==> src/rtl/ddr2_read_capture_fifo_if.sv <==
// Read-return stream of the DDR2 capture buffer: head word, valid/ready
// handshake and the end-of-burst marker.
interface ddr2_read_capture_fifo_if #(
  parameter int DATA_W = 16
);
  logic [DATA_W-1:0] dout;
  logic              dout_valid;
  logic              dout_ready;
  logic              dout_last;

  modport master (
    output dout,
    output dout_valid,
    output dout_last,
    input  dout_ready
  );

  modport slave (
    input  dout,
    input  dout_valid,
    input  dout_last,
    output dout_ready
  );
endinterface

==> src/rtl/ddr2_read_capture_fifo.sv <==
// DDR2 read-data capture buffer. A listen pulse captures one burst of
// BURST_LEN words from din after CAP_DELAY idle cycles; completed bursts are
// queued in a ring of NUM_SLOTS slots and drained in order over rd.
module ddr2_read_capture_fifo #(
  parameter int DATA_W    = 16,
  parameter int BURST_LEN = 8,
  parameter int NUM_SLOTS = 4,
  parameter int CAP_DELAY = 0
) (
  input  logic                           clk,
  input  logic                           reset_n,
  input  logic                           listen,
  input  logic                           flush,
  input  logic                           clr_err,
  input  logic [DATA_W-1:0]              din,
  ddr2_read_capture_fifo_if.master       rd,
  output logic                           busy,
  output logic [$clog2(NUM_SLOTS+1)-1:0] slots_used,
  output logic                           err_drop
);

  localparam int BW = $clog2(BURST_LEN);
  localparam int SW = $clog2(NUM_SLOTS);
  localparam int CW = $clog2(NUM_SLOTS + 1);
  localparam logic [BW-1:0] LAST_BEAT = BW'(BURST_LEN - 1);
  localparam logic [3:0]    START_CNT = 4'(CAP_DELAY);

  typedef enum logic [1:0] {IDLE, WAIT, CAPTURE} state_t;

  state_t            state, state_n;
  logic [3:0]        delay_cnt, delay_cnt_n;
  logic [BW-1:0]     beat, beat_n;
  logic [SW-1:0]     wr_slot, rd_slot;
  logic [BW-1:0]     rd_beat;
  logic [DATA_W-1:0] mem [NUM_SLOTS][BURST_LEN];
  logic [CW:0]       occupancy;
  logic              at_last_beat, can_start, accept, drop;
  logic              commit, fire, slot_release;

  assign busy         = (state != IDLE);
  assign at_last_beat = (state == CAPTURE) && (beat == LAST_BEAT);
  // The engine's in-flight burst reserves a slot, so a drain in the same
  // cycle cannot make room for a new listen.
  assign occupancy    = {1'b0, slots_used} + (CW+1)'(busy);
  assign can_start    = (state == IDLE) || at_last_beat;
  assign accept       = listen && !flush && can_start &&
                        (occupancy < (CW+1)'(NUM_SLOTS));
  assign drop         = listen && !flush && !accept;
  assign commit       = at_last_beat && !flush;

  assign rd.dout_valid = (slots_used != '0);
  assign rd.dout       = mem[rd_slot][rd_beat];
  assign rd.dout_last  = rd.dout_valid && (rd_beat == LAST_BEAT);
  assign fire          = rd.dout_valid && rd.dout_ready && !flush;
  assign slot_release  = fire && (rd_beat == LAST_BEAT);

  // Capture FSM state register
  always_ff @(posedge clk or negedge reset_n) begin
    if (!reset_n) begin
      state     <= IDLE;
      delay_cnt <= '0;
      beat      <= '0;
    end else begin
      state     <= state_n;
      delay_cnt <= delay_cnt_n;
      beat      <= beat_n;
    end
  end

  // Capture FSM next state; a listen on the final beat restarts without a gap
  always_comb begin
    state_n     = state;
    delay_cnt_n = delay_cnt;
    beat_n      = beat;
    if (flush) begin
      state_n     = IDLE;
      delay_cnt_n = '0;
      beat_n      = '0;
    end else begin
      case (state)
        IDLE: begin
          if (accept) begin
            if (CAP_DELAY == 0) begin
              state_n = CAPTURE;
            end else begin
              state_n     = WAIT;
              delay_cnt_n = START_CNT;
            end
          end
        end
        WAIT: begin
          if (delay_cnt <= 4'd1) begin
            state_n     = CAPTURE;
            delay_cnt_n = '0;
          end else begin
            delay_cnt_n = delay_cnt - 4'd1;
          end
        end
        CAPTURE: begin
          if (beat == LAST_BEAT) begin
            beat_n = '0;
            if (!accept) begin
              state_n = IDLE;
            end else if (CAP_DELAY == 0) begin
              state_n = CAPTURE;
            end else begin
              state_n     = WAIT;
              delay_cnt_n = START_CNT;
            end
          end else begin
            beat_n = beat + BW'(1);
          end
        end
        default: state_n = IDLE;
      endcase
    end
  end

  // Burst storage; contents survive flush and are only zeroed by reset
  always_ff @(posedge clk or negedge reset_n) begin
    if (!reset_n) begin
      for (int s = 0; s < NUM_SLOTS; s++) begin
        for (int b = 0; b < BURST_LEN; b++) begin
          mem[s][b] <= '0;
        end
      end
    end else if ((state == CAPTURE) && !flush) begin
      mem[wr_slot][beat] <= din;
    end
  end

  // Ring pointers and slot count; commit and release together cancel out
  always_ff @(posedge clk or negedge reset_n) begin
    if (!reset_n) begin
      wr_slot    <= '0;
      rd_slot    <= '0;
      rd_beat    <= '0;
      slots_used <= '0;
    end else if (flush) begin
      wr_slot    <= '0;
      rd_slot    <= '0;
      rd_beat    <= '0;
      slots_used <= '0;
    end else begin
      if (commit) begin
        wr_slot <= wr_slot + SW'(1);
      end
      if (fire) begin
        rd_beat <= slot_release ? '0 : rd_beat + BW'(1);
      end
      if (slot_release) begin
        rd_slot <= rd_slot + SW'(1);
      end
      if (commit && !slot_release) begin
        slots_used <= slots_used + CW'(1);
      end else if (!commit && slot_release) begin
        slots_used <= slots_used - CW'(1);
      end
    end
  end

  // Sticky drop flag; a new drop beats a simultaneous clear
  always_ff @(posedge clk or negedge reset_n) begin
    if (!reset_n) begin
      err_drop <= 1'b0;
    end else if (drop) begin
      err_drop <= 1'b1;
    end else if (clr_err) begin
      err_drop <= 1'b0;
    end
  end

endmodule

==> src/flat_wrapper.sv <==
// flat-port wrapper written by rule: the top's interface ports become plain ports
module ddr2_read_capture_fifo_flat 
#(
  parameter int DATA_W    = 16,
  parameter int BURST_LEN = 8,
  parameter int NUM_SLOTS = 4,
  parameter int CAP_DELAY = 0
)
  (clk, reset_n, listen, flush, clr_err, din, busy, slots_used, err_drop, rd_dout, rd_dout_valid, rd_dout_last, rd_dout_ready);
  ddr2_read_capture_fifo_if #(.DATA_W(DATA_W)) rd_i ();
  input  logic clk;
  input  logic reset_n;
  input  logic listen;
  input  logic flush;
  input  logic clr_err;
  input  logic [DATA_W-1:0] din;
  output logic busy;
  output logic [$clog2(NUM_SLOTS+1)-1:0] slots_used;
  output logic err_drop;
  output wire logic [$bits(rd_i.dout)-1:0] rd_dout;
  output wire logic [$bits(rd_i.dout_valid)-1:0] rd_dout_valid;
  output wire logic [$bits(rd_i.dout_last)-1:0] rd_dout_last;
  input wire logic [$bits(rd_i.dout_ready)-1:0] rd_dout_ready;
  assign rd_dout = rd_i.dout;
  assign rd_dout_valid = rd_i.dout_valid;
  assign rd_dout_last = rd_i.dout_last;
  assign rd_i.dout_ready = rd_dout_ready;
  ddr2_read_capture_fifo #(.DATA_W(DATA_W), .BURST_LEN(BURST_LEN), .NUM_SLOTS(NUM_SLOTS), .CAP_DELAY(CAP_DELAY)) u_core (.clk(clk), .reset_n(reset_n), .listen(listen), .flush(flush), .clr_err(clr_err), .din(din), .rd(rd_i), .busy(busy), .slots_used(slots_used), .err_drop(err_drop));
endmodule
==> config.mk <==
export PLATFORM = sky130hd
export DESIGN_NAME = ddr2_read_capture_fifo_flat
export DESIGN_NICKNAME = d
export VERILOG_FILES = /design/src/rtl/ddr2_read_capture_fifo_if.sv /design/src/rtl/ddr2_read_capture_fifo.sv /design/src/flat_wrapper.sv
export SDC_FILE = /design/constraint.sdc
export NUM_CORES = 1
export LEC_CHECK = 0
export CORE_MARGIN = 3
export CORE_UTILIZATION = 30
export DETAILED_ROUTE_END_ITERATION = 8
export DONT_BUFFER_PORTS = 1
export MAX_ROUTING_LAYER = met4
export PLACE_DENSITY = 0.4
export SYNTH_ARGS = -nofsm -noshare
export SYNTH_HDL_FRONTEND = slang
export SYNTH_SLANG_ARGS = --single-unit
==> constraint.sdc <==
create_clock -name clk -period 2.8 [get_ports clk]
set_clock_uncertainty 0.05 [all_clocks]
set_input_delay 0.14 -clock clk [delete_from_list [all_inputs] [get_ports clk]]
set_output_delay 0.14 -clock clk [all_outputs]
set_load 0.02 [all_outputs]
# After elaboration in Yosys (flattened, before gate mapping)
# Cells that the tools add are included.
word_totals:
  in_bits: 22
  register_bits: 532
op_classes:
  bitwise_logic: 4
  add_sub_neg: 8
  eq_ne: 7
  reduce_logical: 31
  muxes: 35
  magnitude_cmp: 8
op_table:
  columns: ["operator", "count"]
  rows:
  - ["512-bit bitwise mux", 1]
  - ["128-bit 2-to-1 mux", 3]
  - ["128-bit binary-select mux with 2-bit select", 1]
  - ["128-bit demux with 2-bit select", 1]
  - ["16-bit binary-select mux with 3-bit select", 1]
  - ["16-bit demux with 3-bit select", 1]
  - ["16-bit 2-to-1 mux", 3]
  - ["3-bit 2-to-1 mux", 9]
  - ["2-bit 2-to-1 mux", 9]
  - ["1-bit logical AND", 15]
  - ["2-bit nonzero test", 7]
  - ["4-bit 2-to-1 mux", 3]
  - ["3-bit by 1-bit adder with 3-bit output, second input constant", 3]
  - ["4-bit >= comparator, second input constant", 2]
  - ["3-bit inverter with 4-bit output", 2]
  - ["3-bit == test, second input constant", 2]
  - ["3-bit >= comparator, second input constant", 2]
  - ["3-bit by 2-bit != test with 1-bit output, second input constant", 2]
  - ["2-bit inverter with 3-bit output", 2]
  - ["2-bit case mux with 3 select lines", 1]
  - ["3-bit nonzero test", 2]
  - ["2-bit by 1-bit adder with 2-bit output, second input constant", 2]
  - ["3-bit by 1-bit adder with 4-bit output", 1]
  - ["4-bit by 1-bit <= comparator with 1-bit output, second input constant", 1]
  - ["13 further kinds", 17]

# Logic depth before layout (Yosys ltp)
logic_depth:
  depth_word: 9
  mapped_depth: 9
  depth_no_buf: 9

# Least setup slack after synthesis
# No wires, ideal clock.
synth_timing:
  path_type: "register -> register"
  startpoint: "register u_core.rd_beat[0]"
  endpoint: "register u_core.slots_used[2]"
  path_slack_ns: 0.481
  path_stages_with_launch: 10
  period_less_slack_ns: 2.319
  arrival_ns: 2.137
  n_path_buf: 0
  cell_sequence: "dfrtp_1 ha_1 ha_1 o311ai_4 and3_1 fa_1 or3b_1 o21ai_0 xnor2_1 nor2_1"
synth_via:
  elab_chain_cells: 6
synth_rtl:
  columns: ["item", "line_no", "rtl"]
  rows:
  - ["from (decl)", "ddr2_read_capture_fifo.sv:34", "logic [BW-1:0] rd_beat;"]
  - ["from (signal assigned)", "ddr2_read_capture_fifo.sv:149", "rd_beat <= slot_release ? '0 : rd_beat + BW'(1);"]
  - ["3-bit == test (*)", "ddr2_read_capture_fifo.sv:55", "assign slot_release = fire && (rd_beat == LAST_BEAT);"]
  - ["1-bit logical AND (*)", "ddr2_read_capture_fifo.sv:55", null]
  - ["1-bit zero test", "ddr2_read_capture_fifo.sv:154", "if (commit && !slot_release) begin"]
  - ["1-bit logical AND", "ddr2_read_capture_fifo.sv:154", null]
  - ["3-bit 2-to-1 mux", "ddr2_read_capture_fifo.sv:154", null]
  - ["3-bit 2-to-1 mux", "ddr2_read_capture_fifo.sv:139", "end else if (flush) begin"]
  - ["to (signal assigned)", "ddr2_read_capture_fifo.sv:155", "slots_used <= slots_used + CW'(1);"]
  - ["to (signal assigned)", "ddr2_read_capture_fifo.sv:157", "slots_used <= slots_used - CW'(1);"]
  - ["to (decl)", "ddr2_read_capture_fifo.sv:18", "output logic [$clog2(NUM_SLOTS+1)-1:0] slots_used,"]
# Every way passes the cells marked *; elsewhere a longest branch is shown, timed or not.
# A chain may end at the register's enable or synchronous reset.

# Worst setup path after layout
layout_timing:
  startpoint: "register u_core.rd_slot[1]"
  endpoint: "output rd_dout[9]"
layout_via:
  elab_chain_cells: 7
layout_rtl:
  columns: ["item", "line_no", "rtl"]
  rows:
  - ["from (decl)", "ddr2_read_capture_fifo.sv:33", "logic [SW-1:0] wr_slot, rd_slot;"]
  - ["from (signal assigned)", "ddr2_read_capture_fifo.sv:152", "rd_slot <= rd_slot + SW'(1);"]
  - ["2-bit inverter with 3-bit output (implied by the code)", "ddr2_read_capture_fifo.sv:52", "assign rd.dout = mem[rd_slot][rd_beat];"]
  - ["128-bit binary-select mux with 2-bit select", "ddr2_read_capture_fifo.sv:52", null]
  - ["128-bit 2-to-1 mux (implied by the code) (2 in a row)", "ddr2_read_capture_fifo.sv:52", null]
  - ["16-bit binary-select mux with 3-bit select", "ddr2_read_capture_fifo.sv:52", null]
  - ["16-bit 2-to-1 mux (implied by the code) (2 in a row)", "ddr2_read_capture_fifo.sv:52", null]
  - ["to (decl)", "flat_wrapper.sv:20", "output wire logic [$bits(rd_i.dout)-1:0] rd_dout;"]
# No other way between the ends. The select of a mux whose other input is x is not followed.

==> results.json <==
{
  "synthCells": 1810,
  "fp-row-count": 104,
  "whs_ns": -0.8448,
  "worstSetupPathType": "reg -> out",
  "coreArea_um2": 81200,
  "synthFlopType": "dfrtp_1",
  "rsz0062_at_grt": "yes",
  "crit_fanout": 14,
  "drv_slew": 0,
  "nNetsFinal": 1929,
  "track_usage_pct": 17.62,
  "busiest_layer": "met2",
  "synthDominantCellAreaShare_pct": 53.25,
  "dp_cells": 2822,
  "port_buffers": 0,
  "routed_wl_mm": 73.33,
  "ctsHoldBuffers": 48,
  "first_pass_iters": 5,
  "layout_commonest_cell": "dfrtp_1",
  "clock.fmax_mhz": 362.5,
  "mappedNetlistArea_um2": 24770,
  "grt_pass1_vias": 16270,
  "tritoncts": "yes",
  "dieArea_um2": 86040,
  "slowest_delay_ns": 0.50,
  "grt_pass1_wl_mm": 109.8,
  "place_hpwl_mm": 42.00,
  "vias_per_cell": 5.011,
  "ys_top_cells_by_area": "dfrtp_1 (53%), mux2_2 (23%), mux2i_1 (10%), a22oi_1 (1.9%), a22o_1 (1.1%)",
  "drc": 0,
  "ios": 45,
  "drtAntennaViolNets": 0,
  "utilization_pct": 36.61,
  "vias": 15050,
  "ys_types": 46,
  "post-place-ws_ns": 0.2517,
  "yosysTopAreaCell": "dfrtp_1",
  "synth_enable_flop_cells": 0,
  "cap_violations": 0,
  "cts_buffers": 61,
  "violations": "hold timing",
  "use_met3_pct": 2.381,
  "met1_usage_pct": 23.35,
  "synth.avg_cell_area_um2": 13.68,
  "drive_gt1_share_pct": 42.74,
  "seq_area_frac_synth_pct": 53.25,
  "slowest_stage": "dfrtp_4",
  "cts-root-buf": "clkbuf_16",
  "layout_setup_ws_ns": 0.04119,
  "grtUsageMet2_pct": 28.48,
  "postSynth.asyncResetShare_pct": 100.0,
  "grt_remaining_overflow": 0,
  "layout_common_cells": "dfrtp_1 (524), mux2_2 (498), mux2i_1 (252)",
  "cp-end-kind": "primary output",
  "clk_latency_ns": 0.62,
  "yosys_register_bits": 527,
  "slew_headroom_pct": 24.10,
  "cpLargestDelayFamily": "buffers and inverters",
  "yosys_warnings": 0,
  "drtIter0Drc": 549,
  "ir_worst_vdd_uv": 428.4,
  "power_density_nw_per_um2": 598.7,
  "crit_arrival_ns": 2.57,
  "fin_tns_setup_ns": 0,
  "finalWeightedCongestion": 0.7165,
  "crit_path_start_kind": "flip-flop",
  "path_buf_inv": 5,
  "fin_crit_sh_pct": 98.53,
  "setup_viol": 0,
  "wl_per_cell_um": 24.41,
  "clkTransAtPathRegs_ns": 0.06,
  "start_util_pct": 30.50,
  "hold_violations": 178,
  "max-clock-path-buffers": 3,
  "synth_nets": 1841,
  "cts_sinks": 527,
  "worst_pin_slew_ns": 1.135,
  "grt_max_degree": 528,
  "worstPathRequired_ns": 2.61,
  "status": "finished with violations",
  "antenna_found_initial": 4,
  "min_period_ns": 2.759,
  "h-tree-depth": 2,
  "dieWidth_um": 293.3,
  "area_delta_synth_final_pct": 20.04,
  "p_leak_uw": 0.01360,
  "hold_class": "in -> async",
  "path_cells": "buf_12, buf_16, buf_4, mux2i_2, a22oi_1, a31oi_1, buf_4, nand3_2, buf_12",
  "instances_no_fill": 3004,
  "die_y_um": 293.3
}
## final cells by class
| cell class | instances | area, um2 |
|---|---|---|
| sequential | 527 | 13190 |
| timing repair buffer | 181 | 2205 |
| clock buffer | 95 | 1897 |
| clock inverter | 12 | 141.4 |
| antenna | 2 | 5.005 |
| fill | 7903 | 51470 |
| multi-input combinational | 1120 | 10940 |
| inverter | 7 | 26.28 |
| tap | 1060 | 1326 |
## cell usage after synthesis, types with 8 or more instances
master / instances
dfrtp_1: 527
mux2_2: 498
mux2i_1: 258
clkbuf_1: 67
a22oi_1: 64
nand2_1: 40
a21oi_1: 39
buf_2: 36
nand3_1: 34
a22o_1: 32
buf_4: 25
buf_6: 23
nor3_1: 17
a31oi_1: 16
nand4_1: 16
nor2_2: 16
nor2_1: 12
nand2_2: 11
mux2_1: 10
ha_1: 8
## registers in the layout, summed over array words and instances (netlist names)
signal,flops
u_core.mem,512
u_core.rd_beat,3
u_core.slots_used,3
u_core.state,1
u_core.err_drop,1
u_core.beat,3
u_core.rd_slot,2
u_core.wr_slot,2
## worst reg2reg max path: stages (launching register included)
cell           delay (ns)
dfrtp_1              0.67
nor3b_4              0.42
nand2_2              0.20
buf_4                0.28
mux2_1               0.35
dlygate4sd3_1        0.56
## through the flow
stage | total power, uW | instance area, um2
floorplan | 8935 | 24770
global placement | 9379 | 26260
detailed placement | 9402 | 26260
CTS | 17970 | 29560
global route | 18580 | 29730
finish | 17800 | 29730
## routing by layer
layer	vias up	wire, um	part of all wire, %
met5	-	0	0
met4	0	1965	2.7
met3	117	2600	3.5
met2	196	34890	48
met1	7967	33880	46
li1	6773	-	-
## power by group
part / total, uW / internal, uW / switching (uW)
clock: 8080 / 4870 / 3210
sequential: 8030 / 7900 / 135
combinational: 1690 / 807 / 879
total: 17800 / 13600 / 4230
## final timing paths
kind | startpoint | endpoint | slack (ns) | cells past startpoint
max reg2reg | u_core.beat[2]$_DFFE_PN0N_ | u_core.mem[58]$_DFFE_PN0P_ | 0.16 | 5
max | u_core.rd_slot[1]$_DFFE_PN0P_ | rd_dout[9] | 0.04 | 9
min reg2reg | u_core.mem[125]$_DFFE_PN0P_ | u_core.mem[125]$_DFFE_PN0P_ | 0.44 | 1
max in group asynchronous | reset_n | u_core.mem[271]$_DFFE_PN0P_ | 0.89 | 3
min in group clk | listen | u_core.err_drop$_DFFE_PN0P_ | 0.21 | 3
min | reset_n | u_core.mem[167]$_DFFE_PN0P_ | -0.84 | 0
## cell families after synthesis
| group | count (synthesis) | share of synthesized area [%] |
|---|---|---|
| adders and majority gates | 9 | 0.4850 |
| DFF | 527 | 53.25 |
| buffers and inverters | 163 | 3.728 |
| AOI/OAI and AO/OA | 158 | 4.537 |
| muxes | 771 | 33.83 |
| and+or+nand+nor | 177 | 4.001 |
| xor gates and xnor gates | 5 | 0.1768 |
## what timing repair did
action / 4_1_cts / 5_1_grt
resized for setup: 66 / 19
endpoints found under the setup margin: 16 / 16
hold endpoints to repair: 1054 / 178
setup buffers: 18 / 0
gates cloned: 5 / 0
pin swaps: 7 / 16
No activity file was read; power rests on OpenSTA's default activity.
